===== config.mk =====
export PLATFORM = sky130hd
export DESIGN_NAME = fifo_wr_arbiter
export DESIGN_NICKNAME = d
export VERILOG_FILES = /design/src/rtl/fifo_arb_pkg.sv /design/src/rtl/rr_pick.sv /design/src/rtl/fifo_wr_arbiter.sv
export SDC_FILE = /design/constraint.sdc
export NUM_CORES = 1
export LEC_CHECK = 0
export CORE_AREA = 10 10 61 87
export CTS_CLUSTER_DIAMETER = 30
export DETAILED_ROUTE_END_ITERATION = 8
export DIE_AREA = 0 0 71 97
export PLACE_DENSITY = 0.93
export SLEW_MARGIN = 20
export SYNTH_ARGS = -nofsm -noshare
export SYNTH_HDL_FRONTEND = slang
export SYNTH_SLANG_ARGS = --single-unit

===== constraint.sdc =====
create_clock -name clk -period 3.1 [get_ports clk]
set_input_delay 0.93 -clock clk [delete_from_list [all_inputs] [get_ports clk]]
set_output_delay 0.93 -clock clk [all_outputs]
set_load 0.01 [all_outputs]

===== src/rtl/fifo_arb_pkg.sv =====
// fifo_arb_pkg: shared FSM encoding, default sizes and index-width helper for the FIFO write arbiter
package fifo_arb_pkg;
    localparam int DEF_FIFO_WIDTH = 16;
    localparam int DEF_NUM_REQ = 4;
    typedef enum logic [1:0] {IDLE, ISSUE, WAIT_ACK, BACKOFF} arb_state_e;
    function automatic int idx_w(input int n);
        return (n > 1) ? $clog2(n) : 1;
    endfunction
endpackage


===== src/rtl/rr_pick.sv =====
// rr_pick: combinational round-robin picker
// Ports:
//   req      in   NUM_REQ  pending requests
//   last_gnt in   IW       index of the most recently granted requester
//   sel      out  IW       winner, searching from last_gnt+1 upward with wrap
//   any_req  out  1        at least one request pending
module rr_pick
    import fifo_arb_pkg::*;
#(
    parameter int NUM_REQ = DEF_NUM_REQ,
    parameter int IW = idx_w(NUM_REQ)
) (
    input  logic [NUM_REQ-1:0] req,
    input  logic [IW-1:0]      last_gnt,
    output logic [IW-1:0]      sel,
    output logic               any_req
);
    logic [IW-1:0] idx;
    // Walk the offsets farthest-first so the closest asserted requester after last_gnt is written last.
    always_comb begin
        sel = '0;
        idx = '0;
        for (int k = NUM_REQ; k >= 1; k--) begin
            idx = IW'((32'(last_gnt) + k) % NUM_REQ);
            if (req[idx]) sel = idx;
        end
    end
    assign any_req = |req;
endmodule


===== src/rtl/fifo_wr_arbiter.sv =====
// fifo_wr_arbiter: round-robin arbiter funnelling NUM_REQ writers into one FIFO write port with retry on drop
// Ports:
//   clk, rst          clock, synchronous active-high reset
//   req, req_data     per-requester request and word (slice i = requester i)
//   full, wr_ack,     FIFO status; wr_ack/overflow arrive the cycle after wr_en
//   overflow
//   gnt               one-hot pulse: requester's word accepted
//   wr_en, data_in    FIFO write port
//   ack_count,        saturating grant / retry counters, present only when
//   retry_count       FIFO_ARB_STATS_EN is defined
module fifo_wr_arbiter
    import fifo_arb_pkg::*;
#(
    parameter int FIFO_WIDTH = DEF_FIFO_WIDTH,
    parameter int NUM_REQ = DEF_NUM_REQ
) (
    input  logic                          clk,
    input  logic                          rst,
    input  logic [NUM_REQ-1:0]            req,
    input  logic [NUM_REQ*FIFO_WIDTH-1:0] req_data,
    input  logic                          full,
    input  logic                          wr_ack,
    input  logic                          overflow,
    output logic [NUM_REQ-1:0]            gnt,
    output logic                          wr_en,
`ifdef FIFO_ARB_STATS_EN
    output logic [15:0]                   ack_count,
    output logic [15:0]                   retry_count,
`endif
    output logic [FIFO_WIDTH-1:0]         data_in
);
    localparam int IW = idx_w(NUM_REQ);
    arb_state_e state, state_n;
    logic [IW-1:0] sel, last_gnt, pick;
    logic any_req, load, ack;
    logic [FIFO_WIDTH-1:0] words [NUM_REQ];
    for (genvar g = 0; g < NUM_REQ; g++) begin : g_words
        assign words[g] = req_data[g*FIFO_WIDTH +: FIFO_WIDTH];
    end
    rr_pick #(.NUM_REQ(NUM_REQ), .IW(IW)) u_pick (
        .req      (req),
        .last_gnt (last_gnt),
        .sel      (pick),
        .any_req  (any_req)
    );
    // sel/data_in load only on IDLE exit, so they stay frozen through retries until the grant.
    always_ff @(posedge clk) begin
        if (rst) begin
            state    <= IDLE;
            sel      <= '0;
            last_gnt <= IW'(NUM_REQ - 1);
            data_in  <= '0;
        end else begin
            state <= state_n;
            if (load) begin
                sel     <= pick;
                data_in <= words[pick];
            end
            if (ack) last_gnt <= sel;
        end
    end
    always_comb begin
        state_n = state;
        wr_en   = 1'b0;
        gnt     = '0;
        load    = 1'b0;
        ack     = 1'b0;
        case (state)
            IDLE: begin
                if (any_req && !full) begin
                    load    = 1'b1;
                    state_n = ISSUE;
                end
            end
            ISSUE: begin
                wr_en   = 1'b1;
                state_n = WAIT_ACK;
            end
            WAIT_ACK: begin
                if (wr_ack) begin
                    gnt     = NUM_REQ'(1) << sel;
                    ack     = 1'b1;
                    state_n = IDLE;
                end else if (overflow) begin
                    state_n = BACKOFF;
                end else begin
                    // Neither ack nor overflow: the word was silently dropped, retry it the same way.
                    state_n = BACKOFF;
                end
            end
            BACKOFF: state_n = full ? BACKOFF : ISSUE;
            default: state_n = IDLE;
        endcase
    end
`ifdef FIFO_ARB_STATS_EN
    logic retry;
    assign retry = (state == WAIT_ACK) && !wr_ack;
    always_ff @(posedge clk) begin
        if (rst) begin
            ack_count   <= '0;
            retry_count <= '0;
        end else begin
            if (ack && ack_count != 16'hFFFF) ack_count <= ack_count + 16'd1;
            if (retry && retry_count != 16'hFFFF) retry_count <= retry_count + 16'd1;
        end
    end
`endif
endmodule

# Word level (Yosys, flattened, before mapping)
# Index checks and enable logic that the tools add are counted.
[totals]
rom_bits = 0
latch_bits = 0
ff_bits = 22
elab_cells = 49
ramBits = 0
output_inout_bits = 21
input_bits = 73
n_memories = 0
[classes]
add_sub_neg = 4
mul = 0
bitwise = 1
div_mod_pow = 0
muxes = 26
n_lt_le_gt_ge = 5
n_reduce_logical = 4
n_eq_ne = 4
n_shift = 1
[ops]
columns = ["cell", "n"]
rows = [
  ["binary-select mux 16 bit (select 2 bit)", 1],
  ["2-to-1 mux 16 bit", 2],
  ["2-to-1 mux 2 bit", 7],
  ["less-than comparator 2 x 3 -> 1 bit (second input constant)", 4],
  ["2-to-1 mux 1 bit", 9],
  ["binary-select mux 1 bit (select 2 bit)", 4],
  ["2-to-1 mux 4 bit", 2],
  ["one-hot mux 2 bit (4 select lines)", 1],
  ["adder 2 x 1 -> 2 bit (second input constant)", 2],
  ["adder 2 bit (second input constant)", 2],
  ["equality test 2 bit (second input constant)", 2],
  ["OR reduction 4 bit", 1],
  ["left shift 1 x 2 -> 4 bit (first input constant)", 1],
  ["greater-or-equal comparator 3 bit (second input constant)", 1],
  ["NOT 2 -> 3 bit", 1],
  ["equality test 2 x 1 -> 1 bit (second input constant)", 1],
  ["logical NOT 2 bit", 1],
  ["inequality test 2 bit (second input constant)", 1],
  ["logical AND 1 bit", 1],
  ["logical NOT 1 bit", 1],
]

# Longest topological paths before layout
# Gate-level depths: netlist (run 1).
[logic_depth]
depth_word = 11
mapped_depth = 7
mapped_depth_nobuf = 5

# Hierarchy
# From an unflattened synthesis (run 1), not the netlist that was laid out.
[unflattened]
hier_cells = 102
area_unflattened_um2 = 1243.7
[by_module_without_submodules]
columns = ["module", "cells_each", "area_each_um2", "seq_area_each_um2", "instances"]
rows = [
  ["fifo_wr_arbiter", 88, 1152.4, 440.4, 1],
  ["rr_pick", 14, 91.3, 0.0, 1],
]

# Least setup slack after synthesis (run 1)
# OpenSTA, ideal clock, no wires.
[synth_timing]
kind = "input-to-output"
start = "input wr_ack"
end = "output gnt[2]"
path_stages = 3
path_slack_ps = 626
arrival_ps = 1544
required_ps = 2170
cell_sequence = "nor2b_1 -> nand2_1 -> nor3b_1"
[synth_between]
elab_chain_len = 2
[synth_lines]
columns = ["item", "line_no", "rtl"]
rows = [
  ["start, declared", "fifo_wr_arbiter.sv:22", "input logic wr_ack,"],
  ["2-to-1 mux 4 bit", "fifo_wr_arbiter.sv:80", "if (wr_ack) begin"],
  ["2-to-1 mux 4 bit", "fifo_wr_arbiter.sv:68", "case (state)"],
  ["end, declared", "fifo_wr_arbiter.sv:24", "output logic [NUM_REQ-1:0] gnt,"],
]
# No other way between the ends.

# Worst setup path after layout (run 1)
# Ends and elaborated chain as after synthesis.

==> results.yml, run 1 <==
placement:
  place_congestion: 0.757
  place_area_sq_mm: 0.00233
  port_buffers: 92
  placed_cells: 287
  dpl.hpwl_um: 4190
clock_tree:
  cts_tree: "done"
  cts_setup_buffers: 0
  clk_path_buf_depth: 2
  cts_max_level: 1
  cts.sinks: 22
  cts_root_buf: "clkbuf_8"
  path_clk_slew_ps: 80
  ctsHoldBuffers: 0
  cts_made_buffers: 3
  clock_latency_ps: 250
synthesis:
  async_reset_ff_share_pct: 0
  ys.flop_type: "dfxtp_1"
  avgSynthCellArea_sq_um: 8.70
  synth_cell_types: 36
  netlist_area_sq_mm: 0.00138
  ys_seq_area_share_pct: 32.0
  synth_enable_flop_cells: 0
  yosysWarnings: 0
  synth_seq_cells: 22
  syn-num-nets: 231
  syn-instance-count: 158
setup_path:
  critical_path.top_delay_family: "buffers and inverters"
  r2r.worst_path.cells: 6
  crit_type: "in2out"
  cp-start-kind: "input port"
  critPathMaxStageDelay_ps: 470
  path_cells: "clkdlybuf4s50_1, nor2b_4, nand2_1, nor3b_1, clkbuf_2"
  cp_max_fo: 4
  slowest_stage: "clkdlybuf4s50_1"
  end_kind: "output pin"
  rrSetupSlack_ps: 1220
  critPathLaunch: "wr_ack"
  crit_end: "gnt[2]"
  worstPathArrival_ps: 2030
  r2r-end: "data_in[15]"
  path_depth: 5
  crit_buf_inv: 2
  timing.rr.start: "last_gnt[0]"
  cp_data_required_time_ps: 2170
layout:
  antenna_cells: 0
  stdcell_count: 290
  syn_to_final_growth_pct: 71.6
  drive_above_1_share_pct: 9.72
  design_area_sq_mm: 0.00236
  fin_util_pct: 63.5
  nNetsFinal: 322
route:
  dr.first_iter.drc_count: 92
  wirelength_um: 5110
  postRouteAntennaNets: 0
  first_pass_iters: 4
  drc: 0
  num_vias: 1550
  routedWlPerCell_um: 17.6
  viasPerCell: 5.34
timing:
  tightest_slew_ps: 738
  fin_crit_sh_pct: 95.4
  fmax_mhz: 338
  hold_viol_final: 0
  maxSlewViolCount: 0
  tns_ps: 0
  setup_viol: 0
  skew_ps: 1.82
  relSlewSlack_pct: 50.7
  min_period_ps: 2960
floorplan:
  start_util_pct: 37.0
  core-area_sq_mm: 0.00372
  die-area_sq_mm: 0.00689
  dieHeight_um: 97
  die_w_um: 71
  ios: 94
  rows: 27
power:
  pwr-share-seq_pct: 41.1
  pwr-share-comb_pct: 37.2
  power_leakage_nw: 0.897
  pwr-share-clk_pct: 21.7
  ir_drop_mv: 0.283
  p_sw_share_pct: 27.9
  powerDensity_mw_per_mm2: 341
  power.internal_uw: 580
  p_sw_uw: 225
outcome:
  status: "finished, final reports clean"
grt:
  grt_pass1_vias: 1651
  grt_max_degree: 28
  grt_remaining_overflow: 0
  gr-usage-all-layers_pct: 14.2
  antenna_found_initial: 0
  grt_first_pass_wirelength_um: 8250
run:
  maxCapViolations: 0
min_path:
  hold_class: "reg2reg"
-- layout by cell type (no fill, tap or decap), drive strengths merged, types with 2 or more instances in the layout --
cell | synthesis | final
mux2i | 16 | 16
a21oi | 3 | 3
nand2 | 18 | 18
and2 | 2 | 2
nor2b | 3 | 3
nand3 | 32 | 32
clkbuf | 0 | 7
nor3 | 2 | 2
and3 | 2 | 2
dfxtp | 22 | 22
nand2b | 6 | 6
buf | 12 | 6
a211o | 2 | 2
o2111ai | 15 | 15
nor2 | 4 | 4
nor3b | 3 | 3
or2b | 2 | 2
clkdlybuf4s50 | 0 | 88
-- Yosys cell counts, types with 2 or more instances --
library cell	instances	area, sq um
and3_1	2	12.5
buf_6	5	56.3
dfxtp_1	22	440
nand2b_1	5	31.3
a211o_1	2	17.5
buf_4	3	22.5
nor2_1	3	11.3
nor2b_1	3	18.8
or2b_1	2	15.0
o2111ai_1	15	131
and2_1	2	12.5
nor3b_1	2	15.0
a21oi_1	3	15.0
mux2i_1	16	160
nand2_1	18	67.6
buf_2	4	20.0
nand3_1	32	160
-- power groups by stage --
stage	Clock, mW	Combinational [mW]	Sequential [mW]
2_1_floorplan	0	0.122	0.346
6_report	0.175	0.299	0.331
3_5_place_dp	0	0.301	0.337
3_3_place_gp	0	0.295	0.335
5_1_grt	0.190	0.322	0.335
4_1_cts	0.180	0.302	0.331
-- worst min-delay path: stages, from the launching register on --
cell       delay [ps]
dfxtp_1           330
nand2_1            50
o2111ai_1          60
-- final cells by class --
cell class,instances,area [sq um]
Clock buffer,3,41.3
Timing Repair Buffer,98,958
Multi-Input combinational cell,123,862
Fill cell,312,1360
Inverter,1,3.75
Sequential cell,22,440
Tap cell,43,53.8
-- how the worst min path moves through the flow --
stage	endpoint	start	cells past startpoint
2_1_floorplan	last_gnt[0]	last_gnt[0]	1
3_3_place_gp	data_in[12]	data_in[12]	2
3_5_place_dp	data_in[4]	data_in[4]	2
4_1_cts	data_in[12]	data_in[12]	2
5_1_grt	data_in[6]	data_in[6]	2
6_report	data_in[12]	data_in[12]	2
-- sequential cells by signal, summed over array words and instances (netlist names) --
name	flops
data_in	16
last_gnt	2
sel	2
state	2
-- metrics by stage --
| stage | power, mW | hold WS [ps] | worst slack (ps) |
|---|---|---|---|
| floorplan | 0.468 | 468 | 626 |
| global placement | 0.630 | 447 | -322 |
| detailed placement | 0.638 | 452 | -330 |
| CTS | 0.813 | 475 | 3.98 |
| global route | 0.848 | 505 | -2.02 |
| finish | 0.805 | 473 | 143 |
-- per-layer routing --
layer	vias to the layer above	global-route usage (%)	wire length [um]
met1	708	14.3	1910
met2	64	26.7	2630
met3	8	4.29	462
met4	0	3.57	99
li1	770	-	-
met5	-	0	0
-- logic make-up (layout without fill, tap and decap cells) --
kind of cell	after synthesis	count (layout)	share of synthesized area [%]
and+or+nand+nor	78	78	30.9
AOI/OAI and AO/OA	28	28	17.1
DFF	22	22	32.0
buffers and inverters	13	102	7.46
muxes	17	17	12.5
-- timing repair --
item                       CTS  global route
pin swaps                    0             0
setup endpoints to repair    4             4
resized for setup            6            10
Power figures use the tool's default switching activity.
==> inputs of run 2 (changes only) <==
- CTS_CLUSTER_SIZE: default -> 14
- PLACE_DENSITY: 0.93 -> 0.82
==> results.yml, run 2 (synthesis results as in run 1) <==
outcome:
  status: "finished, final reports clean"
route:
  postRouteAntennaNets: 0
  viasPerCell: 5.49
  drc: 0
  first_pass_iters: 4
  num_vias: 1598
  dr.first_iter.drc_count: 91
  routedWlPerCell_um: 18.6
  wirelength_um: 5400
layout:
  multi_input_area_sq_um: 852
  top_register: "data_in"
  n_fill_cell: 351
  drive_above_1_share_pct: 9.27
  mostFrequentLayoutCells: "88 x clkdlybuf4s50_1, 32 x nand3_1, 22 x dfxtp_1, 18 x nand2_1, 16 x mux2i_1"
  antenna_cells: 0
  nNetsFinal: 322
  syn_to_final_growth_pct: 72.2
  ff_latch_area_sq_um: 440
  largest_register_ffs: 16
  final_common_cell: "clkdlybuf4s50_1"
  stdcell_count: 291
clock_tree:
  clk_path_buf_depth: 2
  cts_max_level: 1
  cts_setup_buffers: 0
  cts.sinks: 22
  cts_tree: "done"
  path_clk_slew_ps: 80
  cts_root_buf: "clkbuf_8"
  clock_latency_ps: 270
  cts_made_buffers: 3
placement:
  placed_cells: 287
  place_congestion: 0.786
  dpl.hpwl_um: 4340
  port_buffers: 92
floorplan:
  core-area_sq_mm: 0.00372
  die_w_um: 71
  rows: 27
  ios: 94
  dieHeight_um: 97
  start_util_pct: 37.0
  die-area_sq_mm: 0.00689
timing:
  setup_viol: 0
  tightest_slew_ps: 693
  relSlewSlack_pct: 53.7
  fmax_mhz: 332
  fin_crit_sh_pct: 97.2
  skew_ps: 5.89
  holdWs_ps: 472
  tns_ps: 0
  maxSlewViolCount: 0
  rsz0062_at_grt: "false"
  min_period_ps: 3010
  hold_viol_final: 0
grt:
  grt_max_degree: 34
  grt_remaining_overflow: 0
  antenna_found_initial: 0
  grt_pass1_vias: 1672
  gr-usage-all-layers_pct: 15.1
  grt_first_pass_wirelength_um: 8660
setup_path:
  cp_data_required_time_ps: 2170
  cp_max_fo: 3
  crit_type: "in2out"
  worstPathArrival_ps: 2080
  cp-start-kind: "input port"
  end_kind: "output pin"
power:
  ir_drop_mv: 0.189
  powerDensity_mw_per_mm2: 355
  power.total_uw: 840
  power_leakage_nw: 0.906
run:
  maxCapViolations: 0
min_path:
  hold_class: "reg2reg"
## run 2: changes by cell type in the layout (fill, tap and decap cells not counted)
| cell | delta |
|---|---|
| and3_4 | -1 |
| dlygate4sd1_1 | +1 |
| clkbuf_2 | -1 |
| clkbuf_8 | +1 |
| nor2b_2 | +1 |
| and3_1 | +1 |
| nor2b_4 | -1 |
## run 2: path summary, 6_finish.rpt
kind / startpoint / to / slack [ps] / depth (start not counted)
worst max register to register: state[1] / data_in[10] / 1250 / 6
worst min-delay path: data_in[6] / data_in[6] / 470 / 2
worst min register to register: data_in[6] / data_in[6] / 470 / 2
worst max-delay path: wr_ack / gnt[0] / 90 / 5
## run 2: routing by layer
metal / global-route usage [%] / wire (um) / up-vias / share of wire, %
met1: 14.7 / 1980 / 771 / 37
met4: 4.46 / 61 / 0 / 1.1
met5: 0 / 0 / - / 0
met3: 4.49 / 350 / 5 / 6.5
li1: - / - / 772 / -
met2: 28.9 / 3020 / 50 / 56
## run 2: cell type report
class                           instances  share of cell area (%)
Sequential cell                        22                    18.6
Timing Repair Buffer                   98                    40.6
Clock buffer                            4                    2.33
Tap cell                               43                    2.27
Inverter                                1                   0.159
Multi-Input combinational cell        123                    36.0
## run 2: power breakdown
| part | internal (mW) | switching [mW] | total [mW] |
|---|---|---|---|
| combinational | 0.180 | 0.119 | 0.299 |
| sequential | 0.312 | 0.0197 | 0.331 |
| clock | 0.113 | 0.0960 | 0.209 |
| total | 0.606 | 0.235 | 0.840 |
## run 2: stage by stage
| stage | worst slack, ps | area (sq um) | util (%) |
|---|---|---|---|
| final | 86.6 | 2370 | 63.7 |
| after floorplan | 626 | 1380 | - |
| after global placement | -300 | 2320 | 62.3 |
| after detailed placement | -329 | 2320 | 62.3 |
| after CTS | 4.24 | 2370 | 63.8 |
| after global routing | 0.141 | 2370 | 63.7 |
## run 2: what timing repair did
item | 4_1_cts | 5_1_grt
setup endpoints to repair | 4 | 4
gates cloned | 0 | 0
hold buffers | 0 | 0
gates resized for setup | 7 | 7
## run 2: worst max-delay path, stage by stage
cell and delay (ps):
clkdlybuf4s50_1 460, nor2b_2 160, nand2_1 100, nor3_1 150
dlygate4sd1_1 280
